$ cat src/rtl/seg_scan_ctrl_pkg.sv
// Shared segment encodings for the RPM display path.
// Active-high segments: bit0=a .. bit6=g, bit7=dp.
package seg_scan_ctrl_pkg;

  localparam logic [7:0] SEG_BLANK = 8'h00;
  localparam logic [7:0] SEG_DASH  = 8'h40;

  localparam logic [7:0] SEG_0 = 8'h3F;
  localparam logic [7:0] SEG_1 = 8'h06;
  localparam logic [7:0] SEG_2 = 8'h5B;
  localparam logic [7:0] SEG_3 = 8'h4F;
  localparam logic [7:0] SEG_4 = 8'h66;
  localparam logic [7:0] SEG_5 = 8'h6D;
  localparam logic [7:0] SEG_6 = 8'h7D;
  localparam logic [7:0] SEG_7 = 8'h07;
  localparam logic [7:0] SEG_8 = 8'h7F;
  localparam logic [7:0] SEG_9 = 8'h6F;

  // Non-decimal nibbles render as a dash so a bad upstream value is visible.
  function automatic logic [7:0] digit_seg(input logic [3:0] digit);
    logic [7:0] s;
    case (digit)
      4'd0:    s = SEG_0;
      4'd1:    s = SEG_1;
      4'd2:    s = SEG_2;
      4'd3:    s = SEG_3;
      4'd4:    s = SEG_4;
      4'd5:    s = SEG_5;
      4'd6:    s = SEG_6;
      4'd7:    s = SEG_7;
      4'd8:    s = SEG_8;
      4'd9:    s = SEG_9;
      default: s = SEG_DASH;
    endcase
    return s;
  endfunction

endpackage

$ cat src/rtl/seg_scan_ctrl_lut.sv
// Digit-to-segment lookup with dash and blank overrides; dash wins over blank.
module seg_lut
  import seg_scan_ctrl_pkg::*;
(
  input  logic [3:0] digit,
  input  logic       blank,
  input  logic       dash,
  output logic [7:0] seg_c
);

  always_comb begin
    seg_c = SEG_BLANK;
    if (dash) begin
      seg_c = SEG_DASH;
    end else if (!blank) begin
      seg_c = digit_seg(digit);
    end
  end

endmodule

$ cat src/rtl/seg_scan_ctrl.sv
// Four-digit multiplexed display scanner with periodic snapshot, leading-zero
// blanking, per-slot dark gap and overflow dash.
module seg_scan_ctrl
  import seg_scan_ctrl_pkg::*;
#(
  parameter int unsigned REFRESH_DIV = 1000,
  parameter int unsigned BLANK_GAP   = 2,
  parameter int unsigned HOLD_SCANS  = 64
) (
  input  logic       clk,
  input  logic       reset,
  input  logic [3:0] dec0,
  input  logic [3:0] dec1,
  input  logic [3:0] dec2,
  input  logic [3:0] dec3,
  input  logic       ovf,
  output logic [7:0] seg,
  output logic [3:0] an,
  output logic       frame
);

  localparam int unsigned PRE_W  = (REFRESH_DIV > 1) ? $clog2(REFRESH_DIV) : 1;
  localparam int unsigned SCAN_W = (HOLD_SCANS > 1) ? $clog2(HOLD_SCANS) : 1;

  logic [PRE_W-1:0]  presc;
  logic [1:0]        idx;
  logic [SCAN_W-1:0] scan_cnt;
  logic [3:0][3:0]   snap_dig;
  logic              snap_ovf;
  logic              load_pending;

  logic              slot_end_c;
  logic              scan_end_c;
  logic              load_c;
  logic              in_gap_c;
  logic              blank_c;
  logic [3:0]        cur_dig_c;
  logic [7:0]        lut_seg_c;

  // Sequencing conditions derived from the current counter state.
  always_comb begin
    slot_end_c = (presc == PRE_W'(REFRESH_DIV - 1));
    scan_end_c = slot_end_c && (idx == 2'd3);
    load_c     = load_pending ||
                 (scan_end_c && (scan_cnt == SCAN_W'(HOLD_SCANS - 1)));
    in_gap_c   = (presc < PRE_W'(BLANK_GAP));
  end

  // A digit is a leading zero when it and every more significant digit are 0.
  always_comb begin
    cur_dig_c = snap_dig[idx];
    blank_c   = 1'b0;
    case (idx)
      2'd1:    blank_c = (snap_dig[3:1] == 12'd0);
      2'd2:    blank_c = (snap_dig[3:2] == 8'd0);
      2'd3:    blank_c = (snap_dig[3] == 4'd0);
      default: blank_c = 1'b0;
    endcase
  end

  seg_lut u_lut (
    .digit (cur_dig_c),
    .blank (blank_c),
    .dash  (snap_ovf),
    .seg_c (lut_seg_c)
  );

  // Counters, snapshot and registered outputs; outputs use pre-edge state.
  always_ff @(posedge clk) begin
    if (reset) begin
      presc        <= '0;
      idx          <= 2'd0;
      scan_cnt     <= '0;
      snap_dig     <= '0;
      snap_ovf     <= 1'b0;
      load_pending <= 1'b1;
      seg          <= SEG_BLANK;
      an           <= 4'd0;
      frame        <= 1'b0;
    end else begin
      presc <= slot_end_c ? '0 : presc + PRE_W'(1);
      if (slot_end_c) begin
        idx <= idx + 2'd1;
      end
      if (scan_end_c) begin
        scan_cnt <= (scan_cnt == SCAN_W'(HOLD_SCANS - 1)) ? '0 : scan_cnt + SCAN_W'(1);
      end
      frame <= load_c;
      if (load_c) begin
        snap_dig     <= {dec3, dec2, dec1, dec0};
        snap_ovf     <= ovf;
        load_pending <= 1'b0;
      end
      if (in_gap_c) begin
        an  <= 4'd0;
        seg <= SEG_BLANK;
      end else begin
        an  <= 4'(1) << idx;
        seg <= lut_seg_c;
      end
    end
  end

endmodule

$ cat config.mk
export PLATFORM = sky130hd
export DESIGN_NAME = seg_scan_ctrl
export DESIGN_NICKNAME = d
export VERILOG_FILES = /design/src/rtl/seg_scan_ctrl_pkg.sv /design/src/rtl/seg_scan_ctrl_lut.sv /design/src/rtl/seg_scan_ctrl.sv
export SDC_FILE = /design/constraint.sdc
export NUM_CORES = 1
export LEC_CHECK = 0
export CAP_MARGIN = 30
export CORE_MARGIN = 10
export CORE_UTILIZATION = 51
export CTS_BUF_LIST = sky130_fd_sc_hd__clkbuf_4
export CTS_CLUSTER_DIAMETER = 150
export DETAILED_ROUTE_END_ITERATION = 10
export GPL_TIMING_DRIVEN = 0
export HOLD_SLACK_MARGIN = 0.03
export PLACE_DENSITY_LB_ADDON = 0.15
export SLEW_MARGIN = 20
export SYNTH_ARGS = -nofsm -noshare
export SYNTH_HDL_FRONTEND = slang
export SYNTH_SLANG_ARGS = --single-unit
$ cat constraint.sdc
create_clock -name clk -period 1.96 [get_ports clk]
set_clock_uncertainty 0.15 [all_clocks]
set_input_delay 0.392 -clock clk [delete_from_list [all_inputs] [get_ports clk]]
set_output_delay 0.392 -clock clk [all_outputs]
set_load 0.02 [all_outputs]
==> results of run 1 <==
==> final cells by class <==
class | instances | area [sq um]
fill | 362 | 1460
sequential | 48 | 968
clock buffer | 5 | 37.5
inverter | 9 | 38.8
buffer | 13 | 77.6
timing repair buffer | 41 | 387
tap | 52 | 65.1
clock inverter | 3 | 42.5
multi-input combinational | 175 | 1340
==> cells in the mapped netlist (2+ instances only) <==
library cell | number | area share
mux4_2 | 3 | 0.029
a31oi_1 | 2 | 0.0053
buf_2 | 2 | 0.0043
and3_1 | 3 | 0.0080
nand2b_1 | 39 | 0.10
or4_1 | 2 | 0.0064
o31ai_1 | 2 | 0.0064
nand2_1 | 9 | 0.014
nor2_1 | 26 | 0.041
clkbuf_1 | 7 | 0.011
nor4_1 | 4 | 0.011
xor2_1 | 3 | 0.011
o21ai_1 | 2 | 0.0043
nor3_1 | 5 | 0.011
o211ai_1 | 2 | 0.0064
inv_1 | 9 | 0.014
a21oi_1 | 7 | 0.015
mux2i_1 | 20 | 0.085
nand3_1 | 5 | 0.011
dfxtp_1 | 48 | 0.41
ha_1 | 12 | 0.064
xnor2_1 | 7 | 0.026
a211oi_1 | 2 | 0.0064
buf_6 | 3 | 0.014
nand4_1 | 2 | 0.0053
==> logic make-up after synthesis <==
family          after synthesis  synth area share
compound gates               24            0.0691
xor+xnor                     10            0.0372
fa+ha+maj                    12            0.0638
buf+inv                      22            0.0473
flops                        48             0.408
mux                          24             0.125
other cells                   1           0.00159
simple gates                104             0.248
==> cell usage in the layout, fill, tap and decap left out, drive strengths merged, types with 2 or more instances in the layout <==
cell / instances
a211oi: 2
a21oi: 7
a31oi: 2
and2: 2
and3: 4
buf: 17
clkbuf: 12
clkdlybuf4s50: 30
dfxtp: 48
ha: 12
inv: 9
mux2i: 20
mux4: 4
nand2: 9
nand2b: 39
nand3: 5
nand4: 3
nor2: 26
nor3: 5
nor4: 4
o211ai: 2
o21ai: 3
o31ai: 2
or4: 2
xnor2: 7
xor2: 3
==> power breakdown <==
group	switching (mW)	internal, mW
Sequential	0.0277	1.02
Combinational	0.124	0.153
Clock	0.326	0.266
Total	0.477	1.44
==> state kept, by name, indices dropped and copies added, names as in the netlist <==
name,cells
an,4
frame,1
idx,2
load_pending,1
presc,10
scan_cnt,6
seg,7
snap_dig,16
snap_ovf,1
==> worst max-delay path, stage by stage, from the launching register on <==
cell and delay [ns]:
dfxtp_2 0.38, buf_6 0.13, mux4_2 0.59, buf_6 0.16, and2_4 0.13, o32a_1 0.32, nor2_1 0.07
==> metal layers <==
metal	wire, um	vias up	global-route usage
li1	-	922	-
met1	2130	825	0.157
met2	2240	44	0.194
met3	345	7	0.0418
met4	48	0	0.0333
met5	0	-	0
==> worst paths after layout <==
| kind | from | to | cells after the start | slack, ns |
|---|---|---|---|---|
| worst max register to register | idx[1]$_SDFFE_PP0P_ | seg[5]$_SDFF_PP0_ | 6 | 0.01 |
| worst min register to register | scan_cnt[5]$_SDFFE_PP0P_ | scan_cnt[5]$_SDFFE_PP0P_ | 2 | 0.34 |
| worst max-delay path | idx[1]$_SDFFE_PP0P_ | seg[5]$_SDFF_PP0_ | 6 | 0.01 |
| worst min-delay path | scan_cnt[5]$_SDFFE_PP0P_ | scan_cnt[5]$_SDFFE_PP0P_ | 2 | 0.34 |
==> stage by stage <==
| step | setup TNS (ns) | total power, mW |
|---|---|---|
| after floorplan | 0 | 1.22 |
| after CTS | 0 | 1.91 |
| after global placement | -4.39 | 1.31 |
| final | 0 | 1.91 |
| after global routing | -0.300 | 2.00 |
| after detailed placement | -4.62 | 1.31 |
==> timing repair <==
item | 4_1_cts | 5_1_grt
buffers inserted | 7 | 4
endpoints found under the setup margin | 21 | 16
resized for setup | 9 | 12
pin swaps | 1 | 2
==> results.md, run 1 <==
- The largest driver fanout on the critical path is 5.
- The share of the core filled with cells is 0.669.
- The floorplan step defined a die boundary enclosing 0.00773 sq mm.
- The number of top-level pins is 32.
- After technology mapping, the gate count stands at 245.
- The synthesized netlist net count is 276.
- The fraction of layout cells with a size suffix above 1 is 0.170.
- The cell area power density is 648 mW/mm^2.
- The core area is 0.00441 sq mm.
- The worst-case IR drop observed on VDD is 431 uV.
- The minimum setup slack in the final design is 0.0106 ns.
- The number of max-slew violations in the final report is 0.
- The flow ran to the end, and the final reports show no timing, DRC or antenna violations.
- Measured along the y axis, the die boundary spans 87.9 um.
- The worst hold-check path type is flop to flop.
- Summing all non-filler instances in the final layout gives an area of 0.00295 sq mm.
- The TritonCTS clock tree is done.
- For this run, design rule violations remaining after detail routing come to 0.
- The first-pass GRT wire length is 7.77 mm.
- The worst setup path is launched from a flop.
- OpenSTA, run right after detailed placement, puts the worst setup slack at -0.288 ns.
- By startpoint and endpoint, the worst setup path is classified as flop to flop.
- The cts-stage hold buffer count is 0.
- The share of flip-flops with an asynchronous set or reset is 0.
- The per-instance average area after synthesis is 9.61 sq um.
- The finished layout holds 346 standard cells, fillers aside.
- The floorplan has 24 rows.
- The repair_antennas step left the layout with diodes totalling 0.
- The final count of hold timing violations is 0.
- The cell leakage power is 1.15 nW.
- The largest net degree at the start of global routing is 16.
- The via-per-instance ratio is 5.20.
- The final critical path time including I/O delays and setup is 1.95 ns.
- The fmax is 513 MHz.
- The share of the clock period used by the worst path is 0.995.
- The cell area reported after detailed placement is 0.00272 sq mm.
- The portion of the post-synthesis area used by sequential elements is 0.408.
- Clock latency on the worst-skew pair, taken at its later pin, is 0.36 ns.
- Yosys mapped a number of flops with a built-in enable equal to 0.
- The worst hold slack is 0.338 ns.
- The count of endpoints failing setup in the final report is 0.
- The number of detailed-route iterations in the first pass is 4.
- After legalization and detailed placement, the total HPWL measured 3.37 mm.
- The mapped cell area is 0.00235 sq mm.
- The total overflow reported by the global router is 0.
- The endpoint class of the critical path is a flop.
- The effective utilization at floorplan is 0.533.
- The area growth from synthesis to layout is 25.5%.
- Counting every sink on the clock net gives 48.
- Setup repair after global routing could not meet its margin everywhere.
- The final RePlAce weighted congestion is 0.791.
- The initial antenna violation count was 0.
- At the end of the flow, the number of nets in the layout was 324.
- The number of global-route vias before repair was 1694.
- The CTS clock-pin slew for the worst setup and hold paths is 0.15 ns.
- STA puts the critical path data required time at 2.13 ns.
- The top flip-flop cell by instance count after synthesis is dfxtp_1.
- Input and output buffers added on the ports amount to 30.
- The worst endpoint data arrival time is 2.12 ns.
- In this run the number of H-tree levels came out at 2.
- The overall fraction of global-route tracks in use is 0.123.
- Once placement completed, the tool counted placed cells totaling 327.
- The routed design has 4.76 mm of wire.
- In this run the deepest clock path goes through 2 buffers.
- The horizontal extent of the die is 87.9 um.
- The total number of vias is 1798.
- The warning count from the yosys run is 0.
- The clock root buffer is clkbuf_4.
- In this run, CTS created clock tree buffers numbering 5.
- The average routed wire per standard cell is 13.8 um.
- The distinct cell type count after synthesis is 44.
- After synthesis the netlist holds a flip-flop and latch count of 48.
- The count of nets left with antenna violations once routing finished came out at 0.
- The max-cap violation count is 0.
- The iteration-0 DRC count of the detailed router is 76.
Power figures use the tool's default switching activity.
==> inputs of run 2 (changes only) <==
- CORE_UTILIZATION: 51 -> 40
==> run 2 against run 1 <==
- the flow now finishes with violations (negative setup slack)
- critical path depth did not move
- die area rose by 21%
- setup slack got worse by 0.016 ns
- via count fell by 2.6%
- clock-buffer cell count did not move
- highest routed layer unchanged
==> results.md, run 2 (same netlist as run 1, synthesis figures left out) <==
- The count of endpoints failing setup in the final report is 1 (+1).
- The final critical path time including I/O delays and setup is 1.97 ns (+0.0161 ns).
- The overall fraction of global-route tracks in use is 0.102 (-0.0215).
- The number of antenna diodes is 0 (unchanged).
- The minimum setup slack among reg-to-reg paths is -0.005 ns (-0.02 ns).
- The post-layout instance count excluding filler cells came to 363 (+4.9%).
- The share of the clock period used by the worst path is 1.00 (+0.00821).
- The CTS clock-pin slew for the worst setup and hold paths is 0.15 ns (about the same).
- The total number of vias came to 1751 (-2.6%).
- The max-cap violation count is 0 (unchanged).
- The total internal power is 1.31 mW (-8.9%).
- The number of max-slew violations in the final report is 0 (unchanged).
- The total overflow reported by the global router is 0 (unchanged).
- The largest registers in the layout are snap_dig x16, presc x10, seg x7.
- The number of global-route vias before repair is 1708 (+0.83%).
- The checks that failed: negative setup slack.
- The number of buffers on the longest clock path is 2 (unchanged).
- The iteration-0 DRC count of the detailed router is 57 (-25%).
- The fraction of layout cells with a size suffix above 1 was 0.158 (-0.0120).
- Setup repair after global routing could not meet its margin everywhere.
- The worst setup path is captured at a flop.
- The via-per-instance ratio is 4.82 (-7.2%).
- The worst endpoint data arrival time came to 2.14 ns (+0.02 ns).
- The area growth from synthesis to layout is 24.3%.
- The overall die area is 0.00935 sq mm (+21%).
- The worst setup path is launched from a flop.
- The total clock sinks is 48 (unchanged).
- The combinational group share of total power came to 0.152 (+0.007).
- The number of buffers created by CTS came to 5 (unchanged).
- The total wire length is 4.83 mm (+1.6%).
- The share of total power in the clock network came to 0.267 (-0.042).
- The TritonCTS clock tree is done.
- The fmax is 509 MHz (-0.82%).
- The largest driver fanout on the critical path is 5 (unchanged).
- The cell sitting at the root of the clock tree is a clkbuf_4.
- The area used by sequential logic in the layout came to 968 sq um (unchanged).
- The slowest library cell on the worst path is mux4_2.
- Counting stages on the worst path, the most repeated cell is buf_6.
- The share of the core filled with cells is 0.522 (-0.147).
- The final RePlAce weighted congestion is 0.828 (+4.7%).
- The count of buffering cells on the critical path with inverters included is 2 (unchanged).
- The worst hold-check path type is flop to flop.
- The flip-flop count of the largest register after layout is 16 (unchanged).
- The required time reported for the critical path endpoint came to 2.13 ns (about the same).
- The largest incremental delay on the critical path is 0.58 ns (about the same).
- The post-route DRC violation count came to 0 (unchanged).
- The first-pass GRT wire length is 8.16 mm (+5.1%).
- The cts-stage hold buffer count is 0 (unchanged).
- The H-tree depth is 2 (unchanged).
- The critical path is of the flop to flop type.
- The estimated wirelength of the detail-placed design came to 3.48 mm (+3.1%).
- The number of placed instances, taps included was 347 (+6.1%).
- The count of nets left with antenna violations after detail routing is 0 (unchanged).
- The proportion of total power due to net switching is 0.272 (+0.0231).
- The cell area power density was 615 mW/mm^2 (-5.2%).
- The reported net switching power is 490 uW (+2.6%).
- The final count of hold timing violations is 0 (unchanged).
- The most frequent standard cell in the layout excluding fill and tap cells is dfxtp_1.
- The number of top-level pins is 32 (unchanged).
- The initial antenna violation count is 0 (unchanged).
- The number of detailed-route iterations in the first pass came to 4 (unchanged).
- The largest net degree at the start of global routing is 17 (+1).
- The core area is 0.00561 sq mm (+27%).
- The cell leakage power is 1.13 nW (-2.0%).
- The maximum ir drop on the vdd rail is 338 uV (-22%).
- The net count reported at finish is 321 (-0.93%).
- snap_dig holds more flip-flops than any other register.
- The area occupied by multi-input gates is 0.00132 sq mm (-1.1%).
- The final-layout fill cell count is 569 (+57%).
- The number of port buffers is 30 (unchanged).
- The share of power burned in registers was 0.581 (+0.035).
- The clock latency at the later pin of the worst-skew pair is 0.37 ns (about the same).
- The die extent in y is 96.7 um (+10%).
- The average routed wire per standard cell was 13.3 um (-3.2%).
- Traced cell by cell, the critical path runs through buf_6 > mux4_2 > buf_6 > and2_4 > o32a_1 > nor2_1.
- The library cells used most frequently in the layout, excluding fill and tap cells, are dfxtp_1 (44), nand2b_1 (39), clkdlybuf4s50_1 (30).
- The run finished, with violations left.
- The total number of placement rows is 27 (+13%).
- The effective utilization at floorplan is 0.420 (-0.113).
- The minimum setup slack in the final design is -0.00550 ns (-0.0161 ns).
- The horizontal extent of the die is 96.7 um (+10%).
- The gate family responsible for the most delay along the worst path is multiplexers.
-- run 2: layer usage --
metal  vias to the layer above  share of wire  track usage
met3                         7          0.043       0.0326
li1                        927              -            -
met2                        28           0.45        0.157
met4                         0          0.014       0.0372
met1                       789           0.50        0.128
met5                         -              0            0
-- run 2: cell type report --
cell class | count | area share
tap | 72 | 0.0308
clock buffer | 5 | 0.0128
inverter | 9 | 0.0133
sequential | 48 | 0.331
buffer | 12 | 0.0227
timing repair buffer | 39 | 0.130
multi-input combinational | 175 | 0.452
clock inverter | 3 | 0.00812
-- run 2: per-stage QoR --
step / power (mW) / hold slack, ns / worst slack (ns) / TNS, ns / instance area [sq um]
2_1_floorplan: 1.22 / 0.268 / 0.00799 / 0 / 2350
3_3_place_gp: 1.31 / 0.286 / -0.316 / -5.43 / 2740
3_5_place_dp: 1.32 / 0.293 / -0.331 / -5.72 / 2740
4_1_cts: 1.81 / 0.313 / -0.00145 / -0.00199 / 2890
5_1_grt: 1.90 / 0.330 / -0.0894 / -0.449 / 2930
6_report: 1.80 / 0.314 / -0.00550 / -0.00550 / 2930
-- run 2: worst paths after layout --
path / cells after the start / to / start
worst min-delay path: 1 / presc[0]$_SDFF_PP0_ / presc[0]$_SDFF_PP0_
worst min register to register: 1 / presc[0]$_SDFF_PP0_ / presc[0]$_SDFF_PP0_
worst max-delay path: 6 / seg[5]$_SDFF_PP0_ / idx[1]$_SDFFE_PP0P_
worst max register to register: 6 / seg[5]$_SDFF_PP0_ / idx[1]$_SDFFE_PP0P_
-- run 2: worst reg2reg max path, stage by stage, from the launching register on --
cell and delay (ns):
dfxtp_2 0.38, buf_6 0.13, mux4_2 0.59, buf_6 0.16, and2_4 0.13, o32a_1 0.32
nor2_1 0.08
-- run 2: power by group through the flow --
stage / logic, mW / registers, mW / clock network [mW]
3_3_place_gp: 0.250 / 1.06 / 0
2_1_floorplan: 0.140 / 1.08 / 0
5_1_grt: 0.301 / 1.05 / 0.548
4_1_cts: 0.266 / 1.04 / 0.504
3_5_place_dp: 0.251 / 1.06 / 0
6_report: 0.273 / 1.04 / 0.481
-- run 2: repair_timing --
action                                  in CTS  in global routing
pin swaps                                    0                  1
endpoints found under the setup margin      25                 26
gates resized for setup                     10                 13
setup buffers                                8                  1
